[config.mk]
export PLATFORM = sky130hd
export DESIGN_NAME = ssd_display_driver
export DESIGN_NICKNAME = d
export VERILOG_FILES = /design/src/rtl/ssd_display_driver_pkg.sv /design/src/rtl/ssd_display_driver_seg_decoder.sv /design/src/rtl/ssd_display_driver.sv
export SDC_FILE = /design/constraint.sdc
export NUM_CORES = 1
export LEC_CHECK = 0
export CAP_MARGIN = 25
export CORE_MARGIN = 2
export CORE_UTILIZATION = 55
export CTS_CLUSTER_SIZE = 14
export DETAILED_ROUTE_END_ITERATION = 10
export PLACE_DENSITY = 0.79
export SKIP_CTS_REPAIR_TIMING = 1
export SLEW_MARGIN = 30
export SYNTH_ARGS = -nofsm -noshare
export SYNTH_HDL_FRONTEND = slang
export SYNTH_SLANG_ARGS = --single-unit
export TNS_END_PERCENT = 1
[constraint.sdc]
create_clock -name clk -period 4.05 [get_ports clk]
set_input_delay 0.405 -clock clk [delete_from_list [all_inputs] [get_ports clk]]
set_output_delay 0.405 -clock clk [all_outputs]
set_load 0.005 [all_outputs]
[src/rtl/ssd_display_driver_pkg.sv]
// Shared definitions for the seven-segment display driver.
// Latency: n/a (types and constants only).
// Backpressure: n/a.
package ssd_display_driver_pkg;

    localparam int NUM_DIGITS = 4;

    typedef enum logic [1:0] {
        IDLE  = 2'd0,
        SHIFT = 2'd1,
        DONE  = 2'd2
    } state_t;

    // Active-low segment codes, bit order {g,f,e,d,c,b,a}.
    localparam logic [6:0] SEG_0     = 7'b1000000;
    localparam logic [6:0] SEG_1     = 7'b1111001;
    localparam logic [6:0] SEG_2     = 7'b0100100;
    localparam logic [6:0] SEG_3     = 7'b0110000;
    localparam logic [6:0] SEG_4     = 7'b0011001;
    localparam logic [6:0] SEG_5     = 7'b0010010;
    localparam logic [6:0] SEG_6     = 7'b0000010;
    localparam logic [6:0] SEG_7     = 7'b1111000;
    localparam logic [6:0] SEG_8     = 7'b0000000;
    localparam logic [6:0] SEG_9     = 7'b0010000;
    localparam logic [6:0] SEG_BLANK = 7'b1111111;

endpackage

[src/rtl/ssd_display_driver_seg_decoder.sv]
// BCD digit to active-low seven-segment code, with forced blanking.
// Latency: combinational.
// Backpressure: none.
// Ports: digit_i (4-bit BCD), blank_i (1 = all segments off), cathode_o ({g..a}, active low).
module ssd_display_driver_seg_decoder
    import ssd_display_driver_pkg::*;
(
    input  logic [3:0] digit_i,
    input  logic       blank_i,
    output logic [6:0] cathode_o
);

    always_comb begin
        cathode_o = SEG_BLANK;
        if (!blank_i) begin
            case (digit_i)
                4'd0:    cathode_o = SEG_0;
                4'd1:    cathode_o = SEG_1;
                4'd2:    cathode_o = SEG_2;
                4'd3:    cathode_o = SEG_3;
                4'd4:    cathode_o = SEG_4;
                4'd5:    cathode_o = SEG_5;
                4'd6:    cathode_o = SEG_6;
                4'd7:    cathode_o = SEG_7;
                4'd8:    cathode_o = SEG_8;
                4'd9:    cathode_o = SEG_9;
                default: cathode_o = SEG_BLANK; // 10..15 never produced by the converter
            endcase
        end
    end

endmodule

[src/rtl/ssd_display_driver.sv]
// Binary-to-BCD conversion (sequential double dabble) and 4-digit multiplexed seven-segment scan.
// Latency: value change seen in IDLE at cycle N -> digits latched at end of cycle N+IN_W+1; anode/cathode registered (1 cycle).
// Backpressure: none; value changes during a conversion are picked up by the next IDLE compare.
// Ports: clk, reset (async, active high), value (binary in), anode/cathode (active low),
//        busy (conversion in progress), digits_valid (a conversion has completed since reset).
module ssd_display_driver
    import ssd_display_driver_pkg::*;
#(
    parameter int IN_W          = 13,
    parameter int REFRESH_DIV_W = 18,
    parameter int BLANK_LZ      = 1
) (
    input  logic            clk,
    input  logic            reset,
    input  logic [IN_W-1:0] value,
    output logic [3:0]      anode,
    output logic [6:0]      cathode,
    output logic            busy,
    output logic            digits_valid
);

    localparam int ITER_W = $clog2(IN_W + 1);
    localparam int BCD_W  = 4 * NUM_DIGITS;

    state_t                   state_q, state_d;
    logic [IN_W-1:0]          shift_q, shift_d;
    logic [IN_W-1:0]          cap_q, cap_d;
    logic [IN_W-1:0]          last_q, last_d;
    logic [BCD_W-1:0]         bcd_q, bcd_d;
    logic [BCD_W-1:0]         bcd_adj;
    logic [BCD_W-1:0]         digits_q, digits_d;
    logic [ITER_W-1:0]        iter_q, iter_d;
    logic                     pending_q, pending_d;
    logic                     busy_q, busy_d;
    logic                     valid_q, valid_d;

    logic [REFRESH_DIV_W-1:0] refresh_q;
    logic [1:0]               sel;
    logic [3:0]               digit_sel;
    logic                     blank_sel;
    logic [6:0]               seg_cath;
    logic [3:0]               anode_q;
    logic [6:0]               cathode_q;

    // Double-dabble correction: every nibble >= 5 gets +3 before the shift.
    always_comb begin
        bcd_adj = bcd_q;
        for (int i = 0; i < NUM_DIGITS; i++) begin
            if (bcd_q[4*i +: 4] >= 4'd5) begin
                bcd_adj[4*i +: 4] = bcd_q[4*i +: 4] + 4'd3;
            end
        end
    end

    always_comb begin
        state_d   = state_q;
        shift_d   = shift_q;
        cap_d     = cap_q;
        last_d    = last_q;
        bcd_d     = bcd_q;
        digits_d  = digits_q;
        iter_d    = iter_q;
        pending_d = pending_q;
        busy_d    = busy_q;
        valid_d   = valid_q;
        case (state_q)
            IDLE: begin
                // pending forces one conversion after reset even if value equals last_q
                if (pending_q || (value != last_q)) begin
                    shift_d   = value;
                    cap_d     = value;
                    bcd_d     = '0;
                    iter_d    = '0;
                    pending_d = 1'b0;
                    busy_d    = 1'b1;
                    state_d   = SHIFT;
                end
            end
            SHIFT: begin
                // The bcd MSB shifted out is always 0: 4 digits cover the full input range.
                {bcd_d, shift_d} = {bcd_adj, shift_q} << 1;
                iter_d           = iter_q + 1'b1;
                if (iter_q == ITER_W'(IN_W - 1)) begin
                    state_d = DONE;
                end
            end
            DONE: begin
                digits_d = bcd_q;
                last_d   = cap_q;
                busy_d   = 1'b0;
                valid_d  = 1'b1;
                state_d  = IDLE;
            end
            default: begin
                state_d = IDLE;
            end
        endcase
    end

    always_ff @(posedge clk or posedge reset) begin
        if (reset) begin
            state_q   <= IDLE;
            shift_q   <= '0;
            cap_q     <= '0;
            last_q    <= '0;
            bcd_q     <= '0;
            digits_q  <= '0;
            iter_q    <= '0;
            pending_q <= 1'b1;
            busy_q    <= 1'b0;
            valid_q   <= 1'b0;
        end else begin
            state_q   <= state_d;
            shift_q   <= shift_d;
            cap_q     <= cap_d;
            last_q    <= last_d;
            bcd_q     <= bcd_d;
            digits_q  <= digits_d;
            iter_q    <= iter_d;
            pending_q <= pending_d;
            busy_q    <= busy_d;
            valid_q   <= valid_d;
        end
    end

    // Scan: top two refresh bits pick the digit; only latched digits are shown.
    assign sel       = refresh_q[REFRESH_DIV_W-1 -: 2];
    assign digit_sel = digits_q[{sel, 2'b00} +: 4];

    // Digit i >= 1 is a leading zero when it and every digit above it are zero.
    always_comb begin
        blank_sel = 1'b0;
        if ((BLANK_LZ != 0) && (sel != 2'd0)) begin
            blank_sel = 1'b1;
            for (int i = 1; i < NUM_DIGITS; i++) begin
                if ((i >= int'(sel)) && (digits_q[4*i +: 4] != 4'd0)) begin
                    blank_sel = 1'b0;
                end
            end
        end
    end

    ssd_display_driver_seg_decoder u_seg_decoder (
        .digit_i   (digit_sel),
        .blank_i   (blank_sel),
        .cathode_o (seg_cath)
    );

    // anode and cathode are registered together so they always switch on the same edge.
    always_ff @(posedge clk or posedge reset) begin
        if (reset) begin
            refresh_q <= '0;
            anode_q   <= 4'b1110;
            cathode_q <= SEG_0;
        end else begin
            refresh_q <= refresh_q + 1'b1;
            anode_q   <= ~(4'b0001 << sel);
            cathode_q <= seg_cath;
        end
    end

    assign anode        = anode_q;
    assign cathode      = cathode_q;
    assign busy         = busy_q;
    assign digits_valid = valid_q;

endmodule

## Word-level counts from Yosys, hierarchy flattened

Memories as Yosys holds them, arrays and structs flattened.
Index checks and enable logic that the tools add are counted.

- Flip-flop bits (word level): 109
- Memory bits (read-only): 112
- Input bits: 15
- Output and inout port bits: 13
- Logic and storage cells: 69
- Memories kept: 1

- Add/subtract/negate cells: 6
- $lt $le $gt $ge: 6
- Eq/ne operators: 6
- Shift operators: 2
- Muxes and demuxes: 20
- Bitwise operators: 1
- Reduce and logical (&&, ||, !) cells: 14

Memory list:

| name | words | bits a word | read ports | clocked after Yosys merged registers in | write ports | line | RTL |
|---|---|---|---|---|---|---|---|
| (no name shown) | 16 | 7 | 1 | 0 | 0 | ssd_display_driver_seg_decoder.sv:16 | `case (digit_i)` |

Operator list:

| kind | number |
|---|---|
| 16-bit one-hot mux with 2 select lines | 1 |
| 13-bit one-hot mux with 2 select lines | 1 |
| 18-bit by 1-bit adder with 18-bit output (second input constant) | 1 |
| 4-bit by 3-bit >= comparator with 1-bit output (second input constant) | 4 |
| 16-bit 2-to-1 mux | 1 |
| 4-bit 2-to-1 mux | 4 |
| 16-bit by 5-bit indexed part select with 4-bit output | 1 |
| 13-bit 2-to-1 mux | 1 |
| 13-bit != test | 1 |
| 4-bit by 2-bit adder with 4-bit output (second input constant) | 3 |
| 4-bit nonzero test | 3 |
| 4-bit one-hot mux with 2 select lines | 1 |
| 2-bit AND reduction | 4 |
| 7-bit 2-to-1 mux | 1 |
| 2-bit nonzero test | 3 |
| 1-bit 2-to-1 mux | 5 |
| 4-bit by 1-bit adder with 4-bit output (second input constant) | 1 |
| 4-bit == test (second input constant) | 1 |
| 2-bit 2-to-1 mux | 2 |
| 2-bit != test (second input constant) | 2 |
| 4-bit NOT | 1 |
| 2-bit one-hot mux with 2 select lines | 1 |
| 1-bit by 2-bit left shift with 4-bit output (first input constant) | 1 |
| 3-bit by 2-bit adder with 3-bit output (second input constant) | 1 |
| other kinds (9) | 10 |

## Logic depth before layout (Yosys ltp)

- Word-level depth: 7
- Depth in mapped cells: 8
- Gate-level depth less buffers: 7

## By module

From an unflattened synthesis, not the netlist that was laid out.

- Cells, all modules: 414
- Area, all modules: 5,102.4 um^2

By module, submodules not included:

| module | instances | cells an instance | area an instance (um^2) | seq. area each (um^2) |
|---|---|---|---|---|
| ssd_display_driver | 1 | 381 | 4,867.2 | 2,733.9 |
| ssd_display_driver_seg_decoder | 1 | 33 | 235.2 | 0.0 |

## Least setup slack after synthesis

No wires, ideal clock.

- Path kind: flip-flop to flip-flop
- From: register refresh_q[16]
- To: register cathode_q[4] (netlist: cathode[4])
- Setup time: 0.128 ns
- Arrival time: 1.804 ns
- Required time: 3.922 ns
- Setup slack: 2.117 ns
- Cell stages (with the launch flop): 9
- Path buffers: 1
- Clock period less this slack: 1.933 ns
- Cell sequence: dfrtp_1 -> buf_2 -> mux4_2 -> inv_1 -> ha_1 -> inv_1 -> mux2_2 -> o21ai_1 -> o21ai_0

- Cells in the longest elaborated chain, start to end: 7
- Elaborated cells between the ends (all ways): 12
- Classes of those cells: order compare (2); shift (1); mux (5); reduce/logical (3); memory (1)

Ends and longest elaborated chain:

| item | line | RTL |
|---|---|---|
| start: declaration | ssd_display_driver.sv:37 | `logic [REFRESH_DIV_W-1:0] refresh_q;` |
| start signal: assignment | ssd_display_driver.sv:156 | `refresh_q <= refresh_q + 1'b1;` |
| branches (longest 6 deep; another with memory 16 x 7 bit) | n/a |  |
| 7-bit 2-to-1 mux * | ssd_display_driver_seg_decoder.sv:15 | `if (!blank_i) begin` |
| via seg_cath[4] | ssd_display_driver.sv:41 | `logic [6:0] seg_cath;` |
| end signal: assignment | ssd_display_driver.sv:158 | `cathode_q <= seg_cath;` |
| end: declaration | ssd_display_driver.sv:43 | `logic [6:0] cathode_q;` |

Mark *: on every way through the listed nets, which the timed path passes.
A chain may end at the register's enable or synchronous reset.

## Worst setup path in the final report

- From: input port value[5]
- To: register bcd_q[3]

- Cells in the longest elaborated chain, start to end: 4

Ends and longest elaborated chain:

| item | line | RTL |
|---|---|---|
| start: declaration | ssd_display_driver.sv:15 | `input logic [IN_W-1:0] value,` |
| 13-bit != test | ssd_display_driver.sv:69 | `if (pending_q \|\| (value != last_q)) begin` |
| 1-bit logical OR | ssd_display_driver.sv:69 |  |
| 2-bit != test (no line) | n/a |  |
| 2-bit AND reduction (no line) | n/a |  |
| end signal: assignment | ssd_display_driver.sv:106 | `bcd_q <= '0;` |
| end signal: assignment | ssd_display_driver.sv:117 | `bcd_q <= bcd_d;` |
| end: declaration | ssd_display_driver.sv:29 | `logic [BCD_W-1:0] bcd_q, bcd_d;` |

No other way between the ends.

==> results.yml <==
final_layout:
  multi_input_area_um2: 2240
  final_util_pct: 61.9
  n_antenna_cell: 0
  fillCellCount: 692
  stdcell_area_um2: 5660
  area_growth_pct: 10.6
  final_cells: 533
  fin_nets: 448
  drive_gt1_share_pct: 24.2
  seqCellArea_um2: 2730
timing:
  max_freq_ghz: 0.404
  hold_viol: 0
  finalSetupViolations: 0
  tightest_slew_ps: 866
  max_slew_margin_pct: 42.3
  slew_viol_final: 0
  totalNegativeSetupSlack_ps: 0
  holdWs_ps: 474
  layout_min_cycle_time_ps: 2470
  rsz0062_at_grt: "false"
  finalClockSkew_ps: 15.7
  setup_slack_ps: 1580
  period_share_pct: 61.1
clock_tree:
  cts_tree: "yes"
  cts_max_path_buffers: 2
  htreeDepth: 3
  clock-sinks: 109
  cts_buffers: 9
  clock_latency_ps: 370
  clk_pin_slew_ps: 100
  clockRootBuffer: "clkbuf_8"
yosys:
  synth_top_area_cell: "dfrtp_1"
  synth_commonest_cells: "104 x dfrtp_1, 64 x mux2_2, 21 x xor2_1, 18 x inv_1, 16 x ha_1"
  syn_nets: 421
  yosysUniqueCellTypes: 43
  syn_avg_cell_area_um2: 13.1
  ys_ff_latch: 109
  ys_warn_count: 0
  synth_area_leaders: "dfrtp_1 51%, mux2_2 14%, ha_1 3.9%"
  syn-cell-area_um2: 5120
  synth_compound_area_share_pct: 7.31
  synth_simple_gate_area_share_pct: 8.48
  synth-main-ff-cell: "dfrtp_1"
  syn_inst: 390
  yosysMostFrequentCell: "dfrtp_1"
  synth-xor-area-share_pct: 5.65
  synth_top_area_share_pct: 50.8
  async_reset_ff_share_pct: 100
  synthAdderAreaFrac_pct: 3.91
  synthMuxAreaShare_pct: 18.3
  synth_edf_count: 0
  ys_seq_area_share_pct: 53.4
  synth_top_family_by_area: "multiplexers"
global_routing:
  gr-usage-all-layers_pct: 18.2
  grt_pass1_wl_um: 14400
  grt-ovfl-total: 0
  antenna_found_initial: 0
  first_global_vias: 2987
  grt_max_degree: 71
min_path:
  hold_depth: 1
  hp-class: "flip-flop to flip-flop"
detailed_routing:
  viasPerCell: 5.63
  vias: 3001
  drtIter0Drc: 104
  ant_nets: 0
  drc: 0
  drtPass1Iterations: 4
  totalWireLength_um: 8370
  wl_per_cell_um: 15.7
floorplanning:
  core_area_um2: 9150
  num_rows: 35
  die_y_um: 100
  initial_utilization_pct: 55.9
  die_x_um: 100
  dieArea_um2: 10100
  ioPinCount: 28
critical_path:
  worstPathMaxFanout: 22
  worstSetupPathDepth: 6
  crit_start: "value[5]"
  cp_slowest_cell: "a41o_1"
  cpPeakStageDelay_ps: 810
  rr_startpoint: "last_q[5]"
  cp-endpoint: "bcd_q[3]"
  crit_path_cell_trace: "clkdlybuf4s50_1 -> xor2_1 -> nor4_4 -> a41o_1 -> buf_4 -> o2bb2ai_1"
  path_delay_family: "compound AO/OA/AOI/OAI gates"
  r2r_end: "bcd_q[3]"
  cp-start-kind: "primary input"
  worst-path-buf-inv: 2
  arrival_ps: 2760
  r2r_cells: 5
  rrSetupSlack_ps: 1710
  worst_setup_path_end_kind: "flip-flop"
  path_class: "primary input to flip-flop"
  required_ps: 4340
placed_design:
  post-place-ws_ps: 1200
  gp_congestion: 0.772
  hpwlAfterDp_um: 5790
  placement.cell_area_um2: 5480
  io_buffers: 27
  dp_cells: 517
run:
  drv_cap: 0
power:
  finalPower_mw: 3.83
  power_density_nw_per_um2: 676
  power.leakage_nw: 2.54
  ir_drop_uv: 302
outcome:
  outcome: "completed"
## routing by layer
metal / share of wire (%) / GRT usage, % / up-vias
met5: 0 / 0 / -
met4: 1.7 / 7.17 / 0
met3: 2.3 / 2.84 / 13
met2: 49 / 28.9 / 45
met1: 47 / 25.5 / 1504
li1: - / - / 1439
## how the worst min path moves through the flow
stage | startpoint | to | slack (ps)
floorplan | refresh_q[10] | refresh_q[10] | 430
CTS | refresh_q[10] | refresh_q[10] | 480
detailed placement | refresh_q[10] | refresh_q[10] | 460
global route | refresh_q[10] | refresh_q[10] | 490
global placement | refresh_q[10] | refresh_q[10] | 450
finish | refresh_q[10] | refresh_q[10] | 470
## cell families (layout without fill, tap and decap cells)
| kind of cell | after synthesis | in the layout |
|---|---|---|
| AO/OA/AOI/OAI | 51 | 51 |
| XOR/XNOR | 33 | 33 |
| adder cells (fa/ha/maj) | 16 | 16 |
| buffers and inverters | 33 | 65 |
| flip-flops | 109 | 109 |
| multiplexers | 80 | 80 |
| AND/OR/NAND/NOR | 68 | 68 |
## power breakdown
group	total (mW)	internal, mW	switching, mW
clock	0.622	0.245	0.377
sequential	1.81	1.49	0.321
combinational	1.39	0.789	0.605
## final cells by class
| class | instances | share of cell area, % |
|---|---|---|
| clock buffers | 10 | 2.43 |
| clock inverters | 6 | 0.839 |
| inverters | 18 | 1.24 |
| multi-input cells | 248 | 39.5 |
| flip-flops and latches | 109 | 48.3 |
| well taps | 111 | 2.45 |
| repair buffers | 31 | 5.30 |
## sequential cells by signal, summed over array words and instances (netlist names)
register      cells
refresh_q        18
last_q           13
shift_q          13
pending_q         1
cap_q            13
digits_valid      1
digits_q         16
anode             4
busy              1
bcd_q            16
cathode           7
state_q           2
iter_q            4
## layout by cell type, fill, tap and decap left out, types with 3 or more instances in the layout
cell type and n:
nand2b_1 9, inv_1 17, clkbuf_8 10, o2bb2ai_1 7, buf_4 4, xor2_1 21
nand4_1 3, mux4_2 4, mux2_1 4, clkdlybuf4s50_1 27, nor3b_1 7, and2_1 3
clkinv_4 3, a21oi_1 13, dfstp_2 5, o21ai_0 8, mux2i_1 8, nor2_1 8
a22o_1 12, xnor2_1 12, nand2_1 9, nand3_1 7, mux2_2 64, and4_1 3
nor4_4 3, ha_1 16, or2_2 3, nor3_1 4, dfrtp_1 104
No activity file was read; power rests on OpenSTA's default activity.
